<file path="src/rtl/lc3b_types.sv">
// Shared types and default widths for the LC-3b memory hierarchy.
// Holds the L2 arbiter state encoding.
package lc3b_types;

  localparam int DEFAULT_ADDR_W = 16;
  localparam int DEFAULT_LINE_W = 128;

  typedef enum logic [1:0] {
    IDLE    = 2'd0,
    SERVE_I = 2'd1,
    SERVE_D = 2'd2,
    RELEASE = 2'd3
  } arb_state_t;

endpackage

</file>
<file path="src/rtl/l2_arbiter.sv">
// Arbitrates I-cache and D-cache line traffic onto a single L2 port.
// Simultaneous requests alternate; each transaction is followed by a one-cycle release gap.
module l2_arbiter
  import lc3b_types::*;
#(
  parameter int ADDR_W = DEFAULT_ADDR_W,
  parameter int LINE_W = DEFAULT_LINE_W
) (
  input  logic              clk,
  input  logic              rst_n,
  input  logic [ADDR_W-1:0] icache_pmem_address,
  input  logic              icache_pmem_read,
  output logic [LINE_W-1:0] icache_pmem_rdata,
  output logic              icache_pmem_resp,
  input  logic [ADDR_W-1:0] dcache_pmem_address,
  input  logic              dcache_pmem_read,
  input  logic              dcache_pmem_write,
  input  logic [LINE_W-1:0] dcache_pmem_wdata,
  output logic [LINE_W-1:0] dcache_pmem_rdata,
  output logic              dcache_pmem_resp,
  output logic [ADDR_W-1:0] l2_address,
  output logic              l2_read,
  output logic              l2_write,
  output logic [LINE_W-1:0] l2_wdata,
  input  logic [LINE_W-1:0] l2_rdata,
  input  logic              l2_resp
);

  arb_state_t state_r;
  arb_state_t next_state_s;
  logic       last_grant_r;
  logic       next_last_grant_s;
  logic       d_write_r;
  logic       next_d_write_s;
  logic       i_pend_s;
  logic       d_pend_s;

  assign i_pend_s = icache_pmem_read;
  assign d_pend_s = dcache_pmem_read | dcache_pmem_write;

  // State, fairness bit and latched D-side operation register.
  always_ff @(posedge clk or negedge rst_n) begin
    if (!rst_n) begin
      state_r      <= IDLE;
      last_grant_r <= 1'b1;
      d_write_r    <= 1'b0;
    end else begin
      state_r      <= next_state_s;
      last_grant_r <= next_last_grant_s;
      d_write_r    <= next_d_write_s;
    end
  end

  // Next-state selection and L2/requester output muxing.
  always_comb begin
    next_state_s      = state_r;
    next_last_grant_s = last_grant_r;
    next_d_write_s    = d_write_r;
    l2_address        = '0;
    l2_read           = 1'b0;
    l2_write          = 1'b0;
    l2_wdata          = '0;
    icache_pmem_rdata = '0;
    icache_pmem_resp  = 1'b0;
    dcache_pmem_rdata = '0;
    dcache_pmem_resp  = 1'b0;
    case (state_r)
      IDLE: begin
        // The D operation is captured at grant so a dropped request cannot cancel the L2 command.
        next_d_write_s = dcache_pmem_write;
        if (i_pend_s && d_pend_s) begin
          if (last_grant_r) begin
            next_state_s      = SERVE_I;
            next_last_grant_s = 1'b0;
          end else begin
            next_state_s      = SERVE_D;
            next_last_grant_s = 1'b1;
          end
        end else if (i_pend_s) begin
          next_state_s      = SERVE_I;
          next_last_grant_s = 1'b0;
        end else if (d_pend_s) begin
          next_state_s      = SERVE_D;
          next_last_grant_s = 1'b1;
        end else begin
          next_state_s = IDLE;
        end
      end
      SERVE_I: begin
        l2_address = icache_pmem_address;
        l2_read    = 1'b1;
        if (l2_resp) begin
          icache_pmem_resp  = 1'b1;
          icache_pmem_rdata = l2_rdata;
          next_state_s      = RELEASE;
        end else begin
          next_state_s = SERVE_I;
        end
      end
      SERVE_D: begin
        l2_address = dcache_pmem_address;
        l2_read    = ~d_write_r;
        l2_write   = d_write_r;
        l2_wdata   = dcache_pmem_wdata;
        if (l2_resp) begin
          dcache_pmem_resp  = 1'b1;
          dcache_pmem_rdata = l2_rdata;
          next_state_s      = RELEASE;
        end else begin
          next_state_s = SERVE_D;
        end
      end
      RELEASE: begin
        next_state_s = IDLE;
      end
      default: begin
        next_state_s = IDLE;
      end
    endcase
  end

endmodule

</file>
<file path="config.mk">
export PLATFORM = sky130hd
export DESIGN_NAME = l2_arbiter
export DESIGN_NICKNAME = d
export VERILOG_FILES = /design/src/rtl/lc3b_types.sv /design/src/rtl/l2_arbiter.sv
export SDC_FILE = /design/constraint.sdc
export NUM_CORES = 1
export LEC_CHECK = 0
export ABC_AREA = 0
export CORE_AREA = 2 2 271 273
export CTS_BUF_LIST = sky130_fd_sc_hd__clkbuf_16
export DETAILED_ROUTE_END_ITERATION = 7
export DIE_AREA = 0 0 273 275
export PLACE_DENSITY_LB_ADDON = 0.25
export SYNTH_ARGS = -nofsm -noshare
export SYNTH_HDL_FRONTEND = slang
export SYNTH_SLANG_ARGS = --single-unit
</file>
<file path="constraint.sdc">
create_clock -name clk -period 3.86 [get_ports clk]
set_input_delay 0.579 -clock clk [delete_from_list [all_inputs] [get_ports clk]]
set_output_delay 0.579 -clock clk [all_outputs]
set_load 0.01 [all_outputs]
</file>
==> results.yml, run 1 <==
status:
  status: "completed"
logic_synthesis:
  ys_top_cells_by_area: "and3_1 (47%), and2_1 (24%), buf_6 (5.9%)"
  synth_largest_area_cell: "and3_1"
  async_flop_share_pct: 100.0
  syn_avg_cell_area_um2: 6.594
  synth_seq_cells: 4
  yosysWarnings: 0
  yosysSeqAreaShare_pct: 2.967
  syn_area_mm2: 0.003416
  ys_types: 23
  synth_edf_count: 0
  yosysMostFrequentCell: "and3_1"
  syn_nets: 818
  ys_top_cells_by_count: "and3_1 (256), and2_1 (131), clkbuf_1 (25), buf_6 (18), nor2b_1 (17)"
  synthDominantCellAreaShare_pct: 46.89
  netlist_instances: 518
  synth_flop_cell: "dfrtp_1"
die:
  dieArea_mm2: 0.07508
  io_pins: 698
  die_height_um: 275
  initial_core_util_pct: 4.722
  coreArea_mm2: 0.07234
  fp.dieW_um: 273
  num_rows: 99
setup_path:
  crit_type: "flip-flop to output pin"
  worstPathMaxFanout: 64
  worstPathRequired_ns: 3.28
  startpoint_type: "flip-flop"
  cp-end-kind: "output pin"
  arrival_ns: 2.55
final_layout:
  layout-drive-gt1-share_pct: 1.988
  fill_cells: 8196
  finalNetCount: 1458
  syn_to_final_growth_pct: 231.5
route:
  drc: 0
  drt_iter0_drc: 229
  routed_via_density: 2.958
  wl_per_cell_um: 15.70
  drtAntennaViolNets: 0
  dr_total_vias: 6263
  wl_um: 33250
  firstDrtPassIters: 4
min_path:
  min_path_type: "flip-flop to flip-flop"
timing:
  fin_worst_skew_ns: 0.002918
  tns_ns: 0
  maxSlewHeadroom_pct: 47.84
  timing.fmax_mhz: 319.4
  hold_viol_final: 0
  period_share_pct: 81.10
  rsz0062_at_grt: "false"
  tightest_slew_ns: 0.7824
  slew_violations: 0
  fin_crit_ns: 3.131
  finalSetupViolCount: 0
global_routing:
  grt_use_total_pct: 7.575
  antenna_found_initial: 3
  grt_pass1_vias: 6037
  grt_pass1_wl_um: 42950
  overflow: 0
  grt_max_degree: 82
place:
  place_congestion: 0.8372
  io_buffers: 697
  dpl.hpwl_um: 28240
clock_tree:
  cts_sinks: 4
  postCtsHoldBufs: 0
  cts_buffers: 3
  cts-htree-levels: 1
  cts_tree: "built"
  clockRootBuffer: "clkbuf_16"
  clk_pin_slew_ns: 0.03
  worstSkewPairLatency_ns: 0.23
  cts_setup_buffers: 0
  clockBufferDepth: 2
  cts_resized: 0
power:
  p_sw_mw: 2.048
  p_comb_share_pct: 94.1
  power.leakage_nw: 4.710
  intPower_mw: 2.490
  clockPowerShare_pct: 3.7
  p_total_mw: 4.538
  powerDensity_mw_per_mm2: 400.7
  switching_share_pct: 45.14
  peakVddDrop_uv: 318.6
  seq_power_share_pct: 2.2
job:
  maxCapViolCount: 0
-- kinds of logic (layout without fill, tap and decap cells) --
family / count (synthesis) / after routing / synth area share, %
compound gates: 24 / 24 / 5.239
fa+ha+maj: 6 / 6 / 2.198
buf+inv: 77 / 716 / 15.05
flops: 4 / 4 / 2.967
mux: 1 / 1 / 0.3296
other cells: 0 / 1 / 0
simple gates: 406 / 406 / 74.21
-- area by class of cell --
class,count,area (um^2),area share (%)
tap,959,1200,10.60
sequential,4,101.3,0.8949
timing repair buffer,710,7097,62.67
multi-input combinational,437,2838,25.06
clock inverter,1,3.754,0.03315
clock buffer,3,75.07,0.6629
antenna,1,2.502,0.02210
inverter,2,7.507,0.06629
-- final timing paths --
kind | startpoint | end | slack [ns] | cells past startpoint
min | last_grant_r$_DFFE_PN1P_ | last_grant_r$_DFFE_PN1P_ | 0.57 | 1
min in group asynchronous | rst_n | state_r[1]$_DFF_PN0_ | 0.58 | 1
min reg2reg | last_grant_r$_DFFE_PN1P_ | last_grant_r$_DFFE_PN1P_ | 0.57 | 1
max reg2reg | state_r[0]$_DFF_PN0_ | state_r[1]$_DFF_PN0_ | 2.18 | 5
max in group asynchronous | rst_n | last_grant_r$_DFFE_PN1P_ | 3.02 | 1
max | state_r[0]$_DFF_PN0_ | l2_address[3] | 0.73 | 6
-- flip-flops by register name (all words and copies together), names as in the netlist --
signal,flops
state_r,2
last_grant_r,1
d_write_r,1
-- power by group through the flow --
| stage | logic [mW] | clock network, mW | registers (mW) |
|---|---|---|---|
| floorplan | 1.79 | 0 | 0.0798 |
| global placement | 4.34 | 0 | 0.101 |
| detailed placement | 4.31 | 0 | 0.102 |
| CTS | 4.33 | 0.167 | 0.101 |
| global route | 4.57 | 0.171 | 0.102 |
| finish | 4.27 | 0.167 | 0.100 |
-- per-stage QoR --
step	hold WS, ns	cells	setup slack [ns]	util, %	area, um^2
floorplan	0.2834	518	2.025	-	3416
global placement	0.5508	2112	0.9597	15.54	11240
detailed placement	0.5582	2112	0.9498	15.54	11240
CTS	0.5685	2116	0.7102	15.65	11320
global route	0.5813	2116	0.5555	15.65	11320
finish	0.5652	2117	0.7294	15.65	11320
-- critical path, cell delays in order, from the launching register on --
cell,delay (ns)
dfrtp_1,0.42
inv_1,0.23
ha_4,0.17
buf_4,0.46
a22oi_1,0.23
nor2b_1,0.19
clkdlybuf4s50_1,0.56
-- placed cells by master, fill, tap and decap left out --
master / n
clkbuf_16: 3
a211oi_1: 1
buf_12: 2
inv_1: 3
a21oi_1: 2
nand2_1: 2
and2_1: 131
o22ai_1: 1
mux2_2: 1
o21a_1: 1
a22oi_1: 16
ha_1: 3
o2bb2ai_1: 1
o21ba_2: 1
a22o_1: 1
dfstp_2: 1
and3_1: 256
buf_4: 12
dfrtp_1: 3
ha_4: 3
nor2b_1: 17
clkdlybuf4s50_1: 696
diode_2: 1
-- metal layers --
metal / track usage [%] / part of all wire (%) / vias up
met5: 0 / 0 / -
li1: - / - / 3062
met1: 9.049 / 39 / 2867
met2: 14.26 / 52 / 330
met4: 0.2013 / 0.33 / 0
met3: 1.911 / 8.7 / 4
Note: power is estimated with default switching activity, not from simulation.
==> run 2, diff against run 1 <==
--- a/config.mk
+++ b/config.mk
@@ -6,10 +6,10 @@
 export NUM_CORES = 1
 export LEC_CHECK = 0
 export ABC_AREA = 0
-export CORE_AREA = 2 2 271 273
+export CORE_AREA = 2 2 275 277
 export CTS_BUF_LIST = sky130_fd_sc_hd__clkbuf_16
 export DETAILED_ROUTE_END_ITERATION = 7
-export DIE_AREA = 0 0 273 275
+export DIE_AREA = 0 0 277 279
 export PLACE_DENSITY_LB_ADDON = 0.25
 export SYNTH_ARGS = -nofsm -noshare
 export SYNTH_HDL_FRONTEND = slang
==> constraint.sdc (replaced) <==
create_clock -name clk -period 2.7 [get_ports clk]
set_input_delay 0.405 -clock clk [delete_from_list [all_inputs] [get_ports clk]]
set_output_delay 0.405 -clock clk [all_outputs]
set_load 0.01 [all_outputs]
==> results.yml, run 2 (synthesized netlist as in run 1, its figures left out) <==
status:
  status: "completed"
route:
  firstDrtPassIters: 4
  wl_per_cell_um: 15.65
  top_layer: "met5"
  drc: 0
  drt_iter0_drc: 212
  routed-wl-met3_um: 2785
  drtAntennaViolNets: 0
  routed_via_density: 2.953
  met2WireLength_um: 17230
  wl_met1_um: 12720
  wl_um: 33450
  dr_total_vias: 6314
place:
  place_congestion: 0.9300
  io_buffers: 697
  place_area_mm2: 0.01137
  dpl.hpwl_um: 28560
  place_ws_ns: 0.1083
min_path:
  min_path_type: "input port to async pin"
final_layout:
  design_area_mm2: 0.01152
  fill_cells: 8390
  layout-drive-gt1-share_pct: 3.171
  finalNetCount: 1468
  syn_to_final_growth_pct: 237.1
  ff_latch_area_um2: 102.6
  largest_reg_flops: 2
  largest_register: "state_r"
  final_common_cell: "clkdlybuf4s50_1"
  final_cell_mix: "clkdlybuf4s50_1 (695), and3_1 (256), and2_1 (131)"
  top_regs: "state_r: 2 flops, d_write_r: 1 flops, last_grant_r: 1 flops"
  multi_input_area_mm2: 0.002840
setup_path:
  critPathBufInv: 3
  max_stage_delay_ns: 0.55
  arrival_ns: 2.19
  worstPathRequired_ns: 2.30
  cp-end-kind: "output pin"
  critPathSlowestCell: "clkdlybuf4s50_1"
  worstRegToRegCells: 5
  startpoint_type: "flip-flop"
  crit_path_cell_trace: "inv_2 -> ha_4 -> buf_12 -> and3_1 -> clkdlybuf4s50_1"
  critPathTopFamily: "buffers and inverters"
  worstPathMaxFanout: 83
  regToRegStartpoint: "state_r[0]$_DFF_PN0_"
  r2r_slack_ns: 1.33
  crit_type: "flip-flop to output pin"
  reg2reg_to: "state_r[1]$_DFF_PN0_"
global_routing:
  grt_use_total_pct: 7.880
  grt_pass1_vias: 6505
  grt_pass1_wl_um: 46250
  overflow: 0
  antenna_found_initial: 6
  grt_max_degree: 138
power:
  peakVddDrop_uv: 540.8
  powerDensity_mw_per_mm2: 590.4
  power.leakage_nw: 4.788
clock_tree:
  cts-htree-levels: 1
  cts_buffers: 3
  clk_pin_slew_ns: 0.03
  cts_sinks: 4
  clockRootBuffer: "clkbuf_16"
  postCtsHoldBufs: 0
  clockBufferDepth: 2
  worstSkewPairLatency_ns: 0.23
  cts_tree: "built"
die:
  num_rows: 100
  initial_core_util_pct: 4.611
  die_height_um: 279
  coreArea_mm2: 0.07407
  fp.dieW_um: 277
  io_pins: 698
  dieArea_mm2: 0.07728
timing:
  timing.hold.ws_ns: 0.3878
  slew_violations: 0
  finalSetupViolCount: 0
  maxSlewHeadroom_pct: 67.11
  hold_viol_final: 0
  layout_setup_ws_ns: 0.1070
  period_share_pct: 96.04
  tns_ns: 0
  fin_worst_skew_ns: 0.004329
  tightest_slew_ns: 0.4934
  timing.fmax_mhz: 385.7
  fin_crit_ns: 2.593
  rsz0062_at_grt: "false"
job:
  maxCapViolCount: 0
-- run 2: report_power, final --
| part | switching (mW) | internal, mW |
|---|---|---|
| combinational | 2.88 | 3.55 |
| clock | 0.0453 | 0.191 |
| sequential | 0.0387 | 0.0986 |
| total | 2.96 | 3.84 |
-- run 2: how the worst max path moves through the flow --
stage | from | slack, ns | cells after the start | to
detailed placement | state_r[0]$_DFF_PN0_ | 0.11 | 5 | l2_wdata[92]
global route | state_r[0]$_DFF_PN0_ | 0.004 | 6 | l2_read
global placement | state_r[0]$_DFF_PN0_ | 0.13 | 5 | l2_wdata[92]
CTS | state_r[1]$_DFF_PN0_ | 0.03 | 6 | l2_address[3]
finish | state_r[0]$_DFF_PN0_ | 0.11 | 5 | dcache_pmem_rdata[54]
floorplan | state_r[0]$_DFF_PN0_ | 1.04 | 6 | dcache_pmem_rdata[100]
-- run 2: routing by layer --
| layer | up-vias | global-route usage [%] |
|---|---|---|
| met5 | - | 0 |
| met4 | 8 | 1.463 |
| met3 | 24 | 2.309 |
| met2 | 355 | 14.71 |
| met1 | 2842 | 8.849 |
| li1 | 3085 | - |
-- run 2: what timing repair did --
| action | in CTS | in global routing |
|---|---|---|
| hold endpoints to repair | 0 | 0 |
| setup buffers | 4 | 1 |
| gates resized for setup | 1 | 2 |
| endpoints found under the setup margin | 89 | 65 |
| pin swaps | 1 | 0 |
-- run 2: area by class of cell --
| cell class | count | share of cell area (%) |
|---|---|---|
| clock inverter | 1 | 0.03259 |
| tap | 969 | 10.53 |
| antenna | 2 | 0.04346 |
| inverter | 2 | 0.06519 |
| multi-input combinational | 437 | 24.66 |
| clock buffer | 3 | 0.6519 |
| timing repair buffer | 720 | 63.12 |
| sequential | 4 | 0.8909 |
-- run 2: metrics by stage --
| step | util [%] | cells | power (mW) |
|---|---|---|---|
| 2_1_floorplan | - | 518 | 2.679 |
| 3_3_place_gp | 15.34 | 2127 | 6.593 |
| 3_5_place_dp | 15.34 | 2127 | 6.546 |
| 4_1_cts | 15.51 | 2135 | 6.906 |
| 5_1_grt | 15.54 | 2137 | 7.274 |
| 6_report | 15.55 | 2138 | 6.799 |
==> run 3, diff against run 2 <==
--- a/config.mk
+++ b/config.mk
@@ -11,6 +11,7 @@
 export DETAILED_ROUTE_END_ITERATION = 7
 export DIE_AREA = 0 0 277 279
 export PLACE_DENSITY_LB_ADDON = 0.25
+export SLEW_MARGIN = 10
 export SYNTH_ARGS = -nofsm -noshare
 export SYNTH_HDL_FRONTEND = slang
 export SYNTH_SLANG_ARGS = --single-unit
==> results of run 3 <==
Same layout as run 2: the final DEF is identical, and so are final timing and power.
